`src/rtl/zoom_pkg.sv`:
```
// rtl/zoom_pkg.sv - shared encodings, mode and state enums for the zoom pixel engine
// Optional feature macro used by the bundle: ZOOM_BA_ROUND_EN
package zoom_pkg;

  localparam logic [1:0] ALG_NN = 2'd0;
  localparam logic [1:0] ALG_PR = 2'd1;
  localparam logic [1:0] ALG_DC = 2'd2;
  localparam logic [1:0] ALG_BA = 2'd3;

  localparam logic [1:0] IMG_DEFAULT  = 2'd0;
  localparam logic [1:0] IMG_ENLARGED = 2'd1;
  localparam logic [1:0] IMG_REDUCED  = 2'd2;

  typedef enum logic [1:0] {
    MODE_COPY = 2'd0,
    MODE_ENL  = 2'd1,
    MODE_DEC  = 2'd2,
    MODE_AVG  = 2'd3
  } mode_t;

  typedef enum logic [2:0] {
    ST_IDLE = 3'd0,
    ST_RD   = 3'd1,
    ST_WT   = 3'd2,
    ST_OUT  = 3'd3,
    ST_FIN  = 3'd4
  } state_t;

  // Reserved image state falls back to a straight copy.
  function automatic mode_t select_mode(input logic [1:0] img, input logic [1:0] alg);
    mode_t m;
    m = MODE_COPY;
    case (img)
      IMG_DEFAULT:  m = MODE_COPY;
      IMG_ENLARGED: m = MODE_ENL;
      IMG_REDUCED: begin
        case (alg)
          ALG_NN, ALG_PR, ALG_DC: m = MODE_DEC;
          ALG_BA:                 m = MODE_AVG;
          default:                m = MODE_DEC;
        endcase
      end
      default:      m = MODE_COPY;
    endcase
    return m;
  endfunction

endpackage

```
`src/rtl/zoom_coord_counter.sv`:
```
// rtl/zoom_coord_counter.sv - raster x/y output counters with per-mode wrap limits
// Also flags the bottom-right pixel of the current output frame.
module zoom_coord_counter
  import zoom_pkg::*;
#(
  parameter int W_SRC = 160,
  parameter int H_SRC = 120,
  parameter int X_W   = 9,
  parameter int Y_W   = 8
) (
  input  logic           clk,
  input  logic           resetn,
  input  logic           clear,
  input  logic           step,
  input  logic [1:0]     mode,
  output logic [X_W-1:0] x,
  output logic [Y_W-1:0] y,
  output logic           last
);

  logic [X_W-1:0] x_lim;
  logic [Y_W-1:0] y_lim;

  always_comb begin
    x_lim = X_W'(W_SRC - 1);
    y_lim = Y_W'(H_SRC - 1);
    case (mode_t'(mode))
      MODE_COPY: begin
        x_lim = X_W'(W_SRC - 1);
        y_lim = Y_W'(H_SRC - 1);
      end
      MODE_ENL: begin
        x_lim = X_W'(2 * W_SRC - 1);
        y_lim = Y_W'(2 * H_SRC - 1);
      end
      MODE_DEC, MODE_AVG: begin
        x_lim = X_W'(W_SRC / 2 - 1);
        y_lim = Y_W'(H_SRC / 2 - 1);
      end
      default: begin
        x_lim = X_W'(W_SRC - 1);
        y_lim = Y_W'(H_SRC - 1);
      end
    endcase
  end

  assign last = (x == x_lim) && (y == y_lim);

  always_ff @(posedge clk) begin
    if (!resetn || clear) begin
      x <= '0;
      y <= '0;
    end else if (step) begin
      if (x == x_lim) begin
        x <= '0;
        y <= (y == y_lim) ? '0 : y + 1'b1;
      end else begin
        x <= x + 1'b1;
      end
    end
  end

endmodule

```
`src/rtl/zoom_pixel_engine.sv`:
```
// rtl/zoom_pixel_engine.sv - frame zoom engine: copy, 2x enlarge, 2x decimate or 2x2 average
// ZOOM_BA_ROUND_EN defined rounds the 2x2 average; undefined truncates it.
module zoom_pixel_engine
  import zoom_pkg::*;
#(
  parameter int W_SRC  = 160,
  parameter int H_SRC  = 120,
  parameter int ADDR_W = 15
) (
  input  logic              CLK,
  input  logic              RESET_N,
  input  logic              START,
  input  logic [1:0]        ALGORITHM,
  input  logic [1:0]        IMAGE_STATE,
  output logic              SRC_RD,
  output logic [ADDR_W-1:0] SRC_ADDR,
  input  logic [7:0]        SRC_DATA,
  output logic [7:0]        DST_DATA,
  output logic              DST_VALID,
  input  logic              DST_READY,
  output logic              DST_LAST,
  output logic              BUSY,
  output logic              DONE
);

  localparam int X_W = $clog2(2 * W_SRC);
  localparam int Y_W = $clog2(2 * H_SRC);

  state_t         state, state_nxt;
  mode_t          mode;
  logic [1:0]     rd_idx;
  logic [9:0]     acc;
  logic [9:0]     sum;
  logic [9:0]     sum_adj;
  logic [7:0]     pix;
  logic [X_W-1:0] x, sx;
  logic [Y_W-1:0] y, sy;
  logic           last;
  logic           start_ok;
  logic           xfer;

  assign start_ok = (state == ST_IDLE) && START;
  assign xfer     = (state == ST_OUT) && DST_READY;

  zoom_coord_counter #(
    .W_SRC(W_SRC),
    .H_SRC(H_SRC),
    .X_W  (X_W),
    .Y_W  (Y_W)
  ) u_coord (
    .clk   (CLK),
    .resetn(RESET_N),
    .clear (start_ok),
    .step  (xfer),
    .mode  (mode),
    .x     (x),
    .y     (y),
    .last  (last)
  );

  always_ff @(posedge CLK) begin
    if (!RESET_N) state <= ST_IDLE;
    else          state <= state_nxt;
  end

  always_comb begin
    state_nxt = state;
    case (state)
      ST_IDLE: if (START) state_nxt = ST_RD;
      ST_RD:   state_nxt = ST_WT;
      ST_WT:   state_nxt = (mode == MODE_AVG && rd_idx != 2'd3) ? ST_RD : ST_OUT;
      ST_OUT:  if (DST_READY) state_nxt = last ? ST_FIN : ST_RD;
      ST_FIN:  state_nxt = ST_IDLE;
      default: state_nxt = ST_IDLE;
    endcase
  end

  // AVG walks the 2x2 block as (0,0),(1,0),(0,1),(1,1) using rd_idx bits.
  always_comb begin
    sx = x;
    sy = y;
    case (mode)
      MODE_COPY: begin sx = x;                            sy = y;                            end
      MODE_ENL:  begin sx = x >> 1;                       sy = y >> 1;                       end
      MODE_DEC:  begin sx = {x[X_W-2:0], 1'b0};           sy = {y[Y_W-2:0], 1'b0};           end
      MODE_AVG:  begin sx = {x[X_W-2:0], rd_idx[0]};      sy = {y[Y_W-2:0], rd_idx[1]};      end
      default:   begin sx = x;                            sy = y;                            end
    endcase
  end

  assign sum = acc + {2'b00, SRC_DATA};
`ifdef ZOOM_BA_ROUND_EN
  assign sum_adj = sum + 10'd2;
`else
  assign sum_adj = sum;
`endif

  always_ff @(posedge CLK) begin
    if (!RESET_N) begin
      mode   <= MODE_COPY;
      rd_idx <= '0;
      acc    <= '0;
      pix    <= '0;
    end else begin
      if (start_ok) begin
        mode   <= select_mode(IMAGE_STATE, ALGORITHM);
        rd_idx <= '0;
        acc    <= '0;
      end
      if (state == ST_WT) begin
        if (mode == MODE_AVG) begin
          if (rd_idx == 2'd3) begin
            pix    <= 8'(sum_adj >> 2);
            acc    <= '0;
            rd_idx <= '0;
          end else begin
            acc    <= sum;
            rd_idx <= rd_idx + 2'd1;
          end
        end else begin
          pix <= SRC_DATA;
        end
      end
    end
  end

  assign SRC_RD    = (state == ST_RD);
  assign SRC_ADDR  = SRC_RD ? (ADDR_W'(sy) * ADDR_W'(W_SRC) + ADDR_W'(sx)) : '0;
  assign DST_VALID = (state == ST_OUT);
  assign DST_LAST  = DST_VALID && last;
  assign DST_DATA  = pix;
  assign BUSY      = (state != ST_IDLE) && (state != ST_FIN);
  assign DONE      = (state == ST_FIN);

endmodule

```
`config.mk`:
```
export PLATFORM = sky130hd
export DESIGN_NAME = zoom_pixel_engine
export DESIGN_NICKNAME = d
export VERILOG_FILES = /design/src/rtl/zoom_pkg.sv /design/src/rtl/zoom_coord_counter.sv /design/src/rtl/zoom_pixel_engine.sv
export SDC_FILE = /design/constraint.sdc
export NUM_CORES = 1
export LEC_CHECK = 0
export CAP_MARGIN = 30
export CORE_AREA = 2 2 121 123
export DETAILED_ROUTE_END_ITERATION = 12
export DIE_AREA = 0 0 123 125
export GPL_ROUTABILITY_DRIVEN = 0
export SETUP_SLACK_MARGIN = 0.15
export SYNTH_ARGS = -nofsm -noshare
export SYNTH_HDL_FRONTEND = slang
export SYNTH_SLANG_ARGS = --single-unit
```
`constraint.sdc`:
```
create_clock -name CLK -period 10.29 [get_ports CLK]
set_input_delay 1.5435 -clock CLK [delete_from_list [all_inputs] [get_ports CLK]]
set_output_delay 1.5435 -clock CLK [all_outputs]
set_load 0.03 [all_outputs]
```
==> impl_metrics.ini, run 1 <==
[critical_path]
cpMostUsedCell = ha_1
cp_slowest_stage_delay_ns = 0.68
critical_path_buf_inv_count = 3
crit_slowest_cell = clkdlybuf4s50_1
critPathMaxFanout = 41
cp_cell_sequence = buf_4 -> and2_1 -> nand2_1 -> o21ai_0 -> ha_1 -> ha_1 -> inv_1 -> fa_1 -> xnor2_1 -> nand2b_1 -> nor4_1 -> nand3b_1 -> mux2i_1 -> clkdlybuf4s50_1
cp_top_family = simple AND/OR/NAND/NOR gates
arrival_ns = 4.37
startpoint_type = register
path_class = register to output pin
cp.required_ns = 8.75
crit_path_end_kind = output pin

[power]
power.density_mw_per_mm2 = 91.5
design_power_total_mw = 0.391
p_sw_mw = 0.105
p_comb_share_pct = 15.3
p_leak_nw = 1.62
clkPwrFrac_pct = 41.5
ir_drop_mv = 0.0607
p_int_mw = 0.286
seq_power_share_pct = 43.2
netSwitchingFraction_pct = 26.8

[cells_and_area]
fin_cells = 665
area_delta_synth_final_pct = 20.0
drive_above_1_share_pct = 4.99
num-nets-final = 532
final_cell_area_mm2 = 0.00428
diodes = 0
fin_util_pct = 30.1

[grt]
grt_pass1_wl_um = 15100
track_usage_pct = 11.7
gr-total-overflow = 0
antenna_found_initial = 0
grt_max_degree = 42
grt_pass1_vias = 3268

[sta]
relSlewSlack_pct = 48.0
report.final.slew_viol_count = 0
hold_slack_ns = 0.466
fin_crit_ns = 5.92
setup_tns_ns = 0
post-route-period-util_pct = 57.5
finalHoldViolCount = 0
timing.fmax_mhz = 169
skew_ns = 0.00590
rsz0062_at_grt = false
setup_ws_ns = 4.37
tightest_slew_ns = 0.773
setup_viol = 0

[floorplan]
io_pins = 44
die_y_um = 125
num_rows = 44
start_util_pct = 25.1
die_w_um = 123
core_mm2 = 0.0142
dieArea_mm2 = 0.0154

[routing]
routed_wirelength_um = 8850
drtIter0Drc = 158
postRouteAntennaNets = 0
wl_per_cell_um = 13.3
vias_per_cell = 5.03
vias = 3345
drc = 0
dr.pass1.iters = 4

[placed_design]
dp_cells = 657
hpwl_um = 6840
postPlaceCellArea_mm2 = 0.00412
place_ws_ns = 4.68
port_buffers = 43

[clocking]
numCtsBuffers = 5
clock-sinks = 42
clkLatencyLatePin_ns = 0.29
cts_setup_buffers = 0
clockBufferDepth = 2
clk_pin_slew_ns = 0.06
htreeDepth = 2
cts_tree = built
cts-root-buf = clkbuf_16
ctsResizeCount = 0
ctsHoldBuffers = 0

[yosys]
synthCells = 454
avgSynthCellArea_um2 = 7.85
ys.flop_type = dfxtp_1
synth_seq_cells = 42
synth_fp_nets = 506
ys_async_sr_fraction_pct = 0
yosysWarnings = 0
ys_types = 68
ys_seq_area_share_pct = 23.6
synth_edf_count = 0
netlist_area_mm2 = 0.00356

[min_path]
hold_class = register to register

[run]
maxCapViolCount = 0

[status]
status = finished, final reports clean
==> cell usage in the layout (no fill, tap or decap), types with 4 or more instances in the layout <==
cell type and count:
nor3b_1 6, nor3_1 12, and3_1 4, a21o_1 10, nor2b_1 9, a211oi_1 6
o21ai_0 28, a22o_1 5, xnor2_1 12, nand4_1 9, ha_1 33, nand3_1 13
inv_1 13, xor2_1 5, nand2_1 38, and2_1 5, or3_1 7, clkbuf_16 5
mux2i_1 16, clkdlybuf4s50_1 43, a31oi_1 7, o21a_1 4, o211ai_1 4, dfxtp_1 42
a21oi_1 35, nor2_1 42
==> Yosys cell counts, drive strengths merged (6+ instances only) <==
master | n | area, um^2
xnor2 | 12 | 105
o21ai | 31 | 155
and2 | 6 | 37.5
a31oi | 7 | 43.8
a21oi | 35 | 175
nor2 | 43 | 169
nand2 | 38 | 143
dfxtp | 42 | 841
or3 | 7 | 43.8
clkbuf | 17 | 63.8
a21o | 10 | 75.1
a211oi | 6 | 45.0
nor2b | 9 | 56.3
nor3b | 8 | 70.1
ha | 33 | 413
inv | 16 | 60.1
nand4 | 9 | 56.3
nand3 | 13 | 65.1
nor3 | 12 | 60.1
buf | 10 | 57.6
mux2i | 16 | 160
==> cells by family (layout without fill, tap and decap cells) <==
group	count (synthesis)	in the layout	synth area share, %
muxes	16	16	4.50
adders and majority gates	36	36	13.3
DFF	42	42	23.6
and+or+nand+nor	172	172	25.5
buffers and inverters	43	70	5.09
AOI/OAI and AO/OA	128	128	23.8
xor gates and xnor gates	17	17	4.18
==> final cells by class <==
class | count | area (um^2)
Multi-Input combinational cell | 369 | 2540
Clock inverter | 2 | 12.5
Sequential cell | 42 | 841
Timing Repair Buffer | 46 | 453
Inverter | 16 | 60.1
Tap cell | 184 | 230
Fill cell | 1532 | 9930
Clock buffer | 6 | 139
==> worst reg2reg max path: cells and delay by family, from the launching register on <==
family | cells | cell delay [ns]
fa+ha+maj | 1 | 0.29
flops | 1 | 0.33
compound gates | 2 | 0.49
buf+inv | 1 | 0.32
simple gates | 4 | 1.33
==> per-layer routing <==
metal  global-route usage, %  share of wire (%)
met5                       0                  0
met4                    2.74                1.1
met3                    1.69                3.2
met2                    20.4                 50
met1                    15.1                 46
==> final timing paths <==
path / start / end / slack, ns / cells after the start
hold / removal: DST_DATA[0] / DST_DATA[0] / 0.47 / 2
setup reg to reg: mode[0] / u_coord.y[3] / 7.43 / 8
setup / recovery: mode[1] / SRC_ADDR[14] / 4.37 / 14
hold reg to reg: DST_DATA[0] / DST_DATA[0] / 0.47 / 2
==> power groups by stage <==
stage / clock (mW) / sequential (mW) / combinational, mW
after floorplan: 0 / 0.176 / 0.0343
after global placement: 0 / 0.172 / 0.0591
after detailed placement: 0 / 0.172 / 0.0599
after CTS: 0.166 / 0.169 / 0.0602
after global routing: 0.176 / 0.169 / 0.0655
final: 0.162 / 0.169 / 0.0597
==> registers in the layout (all words and copies together) (netlist names) <==
name and cells:
DST_DATA 8, u_coord.x 9, state 3, acc 10
rd_idx 2, u_coord.y 8, mode 2
Note: power is estimated with default switching activity, not from simulation.
==> run 2, diff against run 1 <==
Clock period 10.29 ns to 4.8 ns, I/O delays scaled along.
==> impl_metrics.ini, run 2 (synthesized netlist as in run 1, its figures left out) <==
[critical_path]
cp.required_ns = 4.08
cp_top_family = compound AO/OA/AOI/OAI gates
crit_path_end_kind = output pin
critPathMaxFanout = 14
path_class = register to output pin
cp_cell_sequence = buf_4 -> mux2i_1 -> o21ai_1 -> ha_1 -> ha_1 -> a211oi_1 -> nor2_1 -> a311oi_1 -> nand3b_1 -> mux2i_1 -> buf_4
cp_slowest_stage_delay_ns = 0.51
critical_path_buf_inv_count = 2
timing.reg2reg.setup_slack_ns = 2.04
arrival_ns = 3.56
crit_slowest_cell = dfxtp_1
startpoint_type = register

[sta]
report.final.slew_viol_count = 0
setup_tns_ns = 0
hold_slack_ns = 0.462
post-route-period-util_pct = 89.3
fin_crit_ns = 4.28
finalHoldViolCount = 0
rsz0062_at_grt = false
skew_ns = 0.00656
timing.fmax_mhz = 233
relSlewSlack_pct = 42.2
tightest_slew_ns = 0.859
setup_viol = 0

[clocking]
cts_setup_buffers = 0
cts-root-buf = clkbuf_16
clock-sinks = 42
clkLatencyLatePin_ns = 0.29
clk_pin_slew_ns = 0.06
clockBufferDepth = 2
cts_tree = built
numCtsBuffers = 5
htreeDepth = 2

[power]
clkPwrFrac_pct = 44.2
p_comb_share_pct = 14.4
seq_power_share_pct = 41.4
power.density_mw_per_mm2 = 205
p_sw_mw = 0.226
netSwitchingFraction_pct = 25.7
p_int_mw = 0.654
p_leak_nw = 1.65
ir_drop_mv = 0.150

[grt]
grt_pass1_vias = 3354
grt_max_degree = 25
grt_pass1_wl_um = 15500
gr-total-overflow = 0
track_usage_pct = 12.2
antenna_found_initial = 0

[cells_and_area]
multi_input_area_mm2 = 0.00255
num-nets-final = 534
mostFrequentLayoutCells = nor2_1 (42), dfxtp_1 (41), nand2_1 (38), clkdlybuf4s50_1 (38), a21oi_1 (35)
regArea_um2 = 842
drive_above_1_share_pct = 6.63
area_delta_synth_final_pct = 20.7
largest_reg_flops = 10
top_regs = acc (10), u_coord.x (9)
fin_util_pct = 30.3
diodes = 0
fillers = 1544
regMostFlops = acc
layout_commonest_cell = nor2_1

[floorplan]
io_pins = 44
core_mm2 = 0.0142
dieArea_mm2 = 0.0154
die_w_um = 123
start_util_pct = 25.1
die_y_um = 125
num_rows = 44

[placed_design]
port_buffers = 43
hpwl_um = 6950

[routing]
vias_per_cell = 5.03
vias = 3356
wl_per_cell_um = 13.6
dr.pass1.iters = 4
postRouteAntennaNets = 0
drc = 0
routed_wirelength_um = 9050
drtIter0Drc = 170

[status]
status = finished, final reports clean

[run]
maxCapViolCount = 0

[min_path]
hold_class = register to register
==> run 2: cell type report <==
cell class / instances / area share, %
multi-input combinational: 369 / 59.2
sequential: 42 / 19.6
timing repair buffer: 48 / 10.6
tap: 184 / 5.35
clock buffer: 6 / 3.00
inverter: 16 / 1.40
clock inverter: 2 / 0.873
==> run 2: power groups by stage <==
| stage | combinational (mW) | clock, mW | sequential [mW] |
|---|---|---|---|
| after floorplan | 0.0735 | 0 | 0.378 |
| after global placement | 0.126 | 0 | 0.372 |
| after detailed placement | 0.127 | 0 | 0.372 |
| after CTS | 0.128 | 0.398 | 0.364 |
| after global routing | 0.138 | 0.411 | 0.366 |
| final | 0.127 | 0.388 | 0.365 |
==> run 2: path summary, 6_finish.rpt <==
path | cells after the start | end | from
max | 11 | SRC_ADDR[14] | mode[0]
min | 2 | DST_DATA[0] | DST_DATA[0]
min reg2reg | 2 | DST_DATA[0] | DST_DATA[0]
max reg2reg | 7 | u_coord.y[3] | mode[0]
==> run 2: stage by stage <==
step / total power [mW] / setup slack, ns / std cells / cell area [um^2]
final: 0.880 / 0.515 / 667 / 4300
after global placement: 0.497 / 0.750 / 659 / 4130
after global routing: 0.915 / 0.215 / 667 / 4300
after detailed placement: 0.500 / 0.590 / 659 / 4130
after CTS: 0.891 / 0.269 / 667 / 4290
after floorplan: 0.451 / 0.532 / 454 / 3560
==> run 2: worst reg2reg max path: stages (launching register included) <==
cell	delay, ns
dfxtp_1	0.51
nor2b_1	0.28
ha_1	0.27
nor2_1	0.14
nand4_1	0.16
nor4_2	0.79
o21ai_0	0.24
a22o_1	0.26
==> run 2: repair_timing <==
| action | in CTS | in global routing |
|---|---|---|
| resized for setup | 0 | 3 |
| setup endpoints to repair | 0 | 3 |
| hold buffers | 0 | 0 |
==> run 2: routing by layer <==
layer | track usage (%) | vias to the layer above | share of wire, %
met2 | 21.4 | 58 | 50
met4 | 3.61 | 0 | 0.91
met3 | 1.92 | 6 | 3.3
li1 | - | 1716 | -
met1 | 15.3 | 1576 | 46
met5 | 0 | - | 0
==> run 3, diff against run 2 <==
--- a/config.mk
+++ b/config.mk
@@ -7,8 +7,9 @@
 export LEC_CHECK = 0
 export CAP_MARGIN = 30
-export CORE_AREA = 2 2 121 123
+export CORE_AREA = 2 2 87 89
 export DETAILED_ROUTE_END_ITERATION = 12
-export DIE_AREA = 0 0 123 125
+export DIE_AREA = 0 0 89 91
 export GPL_ROUTABILITY_DRIVEN = 0
+export PLACE_DENSITY = 0.79
 export SETUP_SLACK_MARGIN = 0.15
 export SYNTH_ARGS = -nofsm -noshare
==> constraint.sdc (replaced) <==
create_clock -name CLK -period 4.8 [get_ports CLK]
set_input_delay 1.2 -clock CLK [delete_from_list [all_inputs] [get_ports CLK]]
set_output_delay 1.2 -clock CLK [all_outputs]
set_load 0.03 [all_outputs]
==> impl_metrics.ini, run 3 (synthesized netlist as in run 1, its figures left out) <==
[grt]
grt_use_met3_pct = 3.18
grt_use_met2_pct = 39.9
grt-busiest-layer = met2
grt_pass1_vias = 3342
antenna_found_initial = 0
grt_max_degree = 25
gr-total-overflow = 0
track_usage_pct = 21.5
grt_pass1_wl_um = 14500
grt_use_met1_pct = 25.5

[min_path]
min_from = acc[6]
whs_path_depth = 2
min_to = acc[6]
hold_class = register to register

[routing]
postRouteAntennaNets = 0
drc = 0
vias = 3390
wl_per_cell_um = 14.3
routed_wirelength_um = 8340
drtIter0Drc = 100
vias_per_cell = 5.80
dr.pass1.iters = 4

[clocking]
clkLatencyLatePin_ns = 0.30
clock-sinks = 42
cts_setup_buffers = 0
clockBufferDepth = 2
cts-root-buf = clkbuf_8
cts_tree = built
clk_pin_slew_ns = 0.08
numCtsBuffers = 5
ctsHoldBuffers = 0
htreeDepth = 2

[cells_and_area]
fin_cells = 584
diodes = 0
num-nets-final = 536
regArea_um2 = 851
top_regs = acc (10), u_coord.x (9)
fillers = 666
drive_above_1_share_pct = 10.3
regMostFlops = acc
area_delta_synth_final_pct = 18.8
mostFrequentLayoutCells = nor2_1 (42), dfxtp_1 (38), nand2_1 (38)
multi_input_area_mm2 = 0.00262
layout_commonest_cell = nor2_1
largest_reg_flops = 10

[critical_path]
crit_path_end_kind = output pin
r2r_cells = 8
timing.rr.start = mode[0]
critPathMaxFanout = 6
path_class = register to output pin
startpoint_type = register
r2r_end = u_coord.y[3]
timing.reg2reg.setup_slack_ns = 2.14
critPathLaunch = mode[0]
cp.required_ns = 3.60
arrival_ns = 3.27

[sta]
timing.fmax_mhz = 224
post-route-period-util_pct = 93.1
report.final.slew_viol_count = 0
finalHoldViolCount = 0
skew_ns = 0.00822
rsz0062_at_grt = false
tightest_slew_ns = 0.878
relSlewSlack_pct = 41.0
setup_viol = 0
fin_crit_ns = 4.47
setup_tns_ns = 0

[floorplan]
die_w_um = 89
num_rows = 31
io_pins = 44
dieArea_mm2 = 0.00810
die_y_um = 91
start_util_pct = 49.9
core_mm2 = 0.00714

[power]
clkPwrFrac_pct = 35.9
netSwitchingFraction_pct = 26.9
p_comb_share_pct = 16.9
seq_power_share_pct = 47.2
power.density_mw_per_mm2 = 182
ir_drop_mv = 0.176
p_sw_mw = 0.207
p_leak_nw = 1.64
p_int_mw = 0.562

[placed_design]
port_buffers = 43
dp_cells = 576
hpwl_um = 6260

[status]
status = finished, final reports clean

[run]
maxCapViolCount = 0
## run 3: cell type report
cell class              instances  area share, %
multi-input cells             369           61.8
flip-flops and latches         42           20.1
repair buffers                 50           11.2
well taps                      99           2.93
clock buffers                   5           1.63
inverters                      16           1.42
clock inverters                 3          0.946
## run 3: repair_timing
| action | 4_1_cts | 5_1_grt |
|---|---|---|
| setup endpoints to repair | 3 | 3 |
| hold endpoints to repair | 0 | 0 |
| pin swaps | 0 | 2 |
| gates cloned | 0 | 0 |
| resized for setup | 7 | 17 |
## run 3: worst max path at each step
stage,end,cells past startpoint
after floorplan,SRC_ADDR[14],13
after global placement,SRC_ADDR[14],13
after detailed placement,SRC_ADDR[14],13
after CTS,SRC_ADDR[14],13
after global routing,SRC_ADDR[14],13
final,SRC_ADDR[14],13
## run 3: worst max-delay path: stages, from the launching register on
cell	delay, ns
dfxtp_4	0.39
buf_4	0.16
nor2b_4	0.18
ha_1	0.20
nor2_1	0.06
a21oi_2	0.22
ha_4	0.24
ha_4	0.25
o21a_1	0.17
o31a_1	0.13
or4_4	0.43
a31o_2	0.25
mux2i_2	0.15
buf_6	0.15
## run 3: metal layers
metal  up-vias  part of all wire, %
li1       1735                    -
met1      1589                   45
met4         0                 0.94
met2        59                   51
met3         7                  3.0
met5         -                    0
## run 3: power groups by stage
stage	combinational (mW)	clock, mW	sequential, mW
finish	0.130	0.276	0.363
detailed placement	0.126	0	0.371
CTS	0.129	0.285	0.363
global route	0.142	0.299	0.365
global placement	0.125	0	0.371
floorplan	0.0736	0	0.378
## run 3: stage by stage
| stage | util [%] | power (mW) | instance area, um^2 | hold slack, ns | setup slack, ns |
|---|---|---|---|---|---|
| final | 59.3 | 0.769 | 4230 | 0.462 | 0.330 |
| after global routing | 59.3 | 0.805 | 4230 | 0.497 | 0.139 |
| after CTS | 58.5 | 0.777 | 4170 | 0.469 | 0.168 |
| after detailed placement | 56.6 | 0.498 | 4040 | 0.450 | 0.240 |
| after global placement | 56.6 | 0.495 | 4040 | 0.444 | 0.358 |
| after floorplan | - | 0.452 | 3570 | 0.429 | 0.161 |
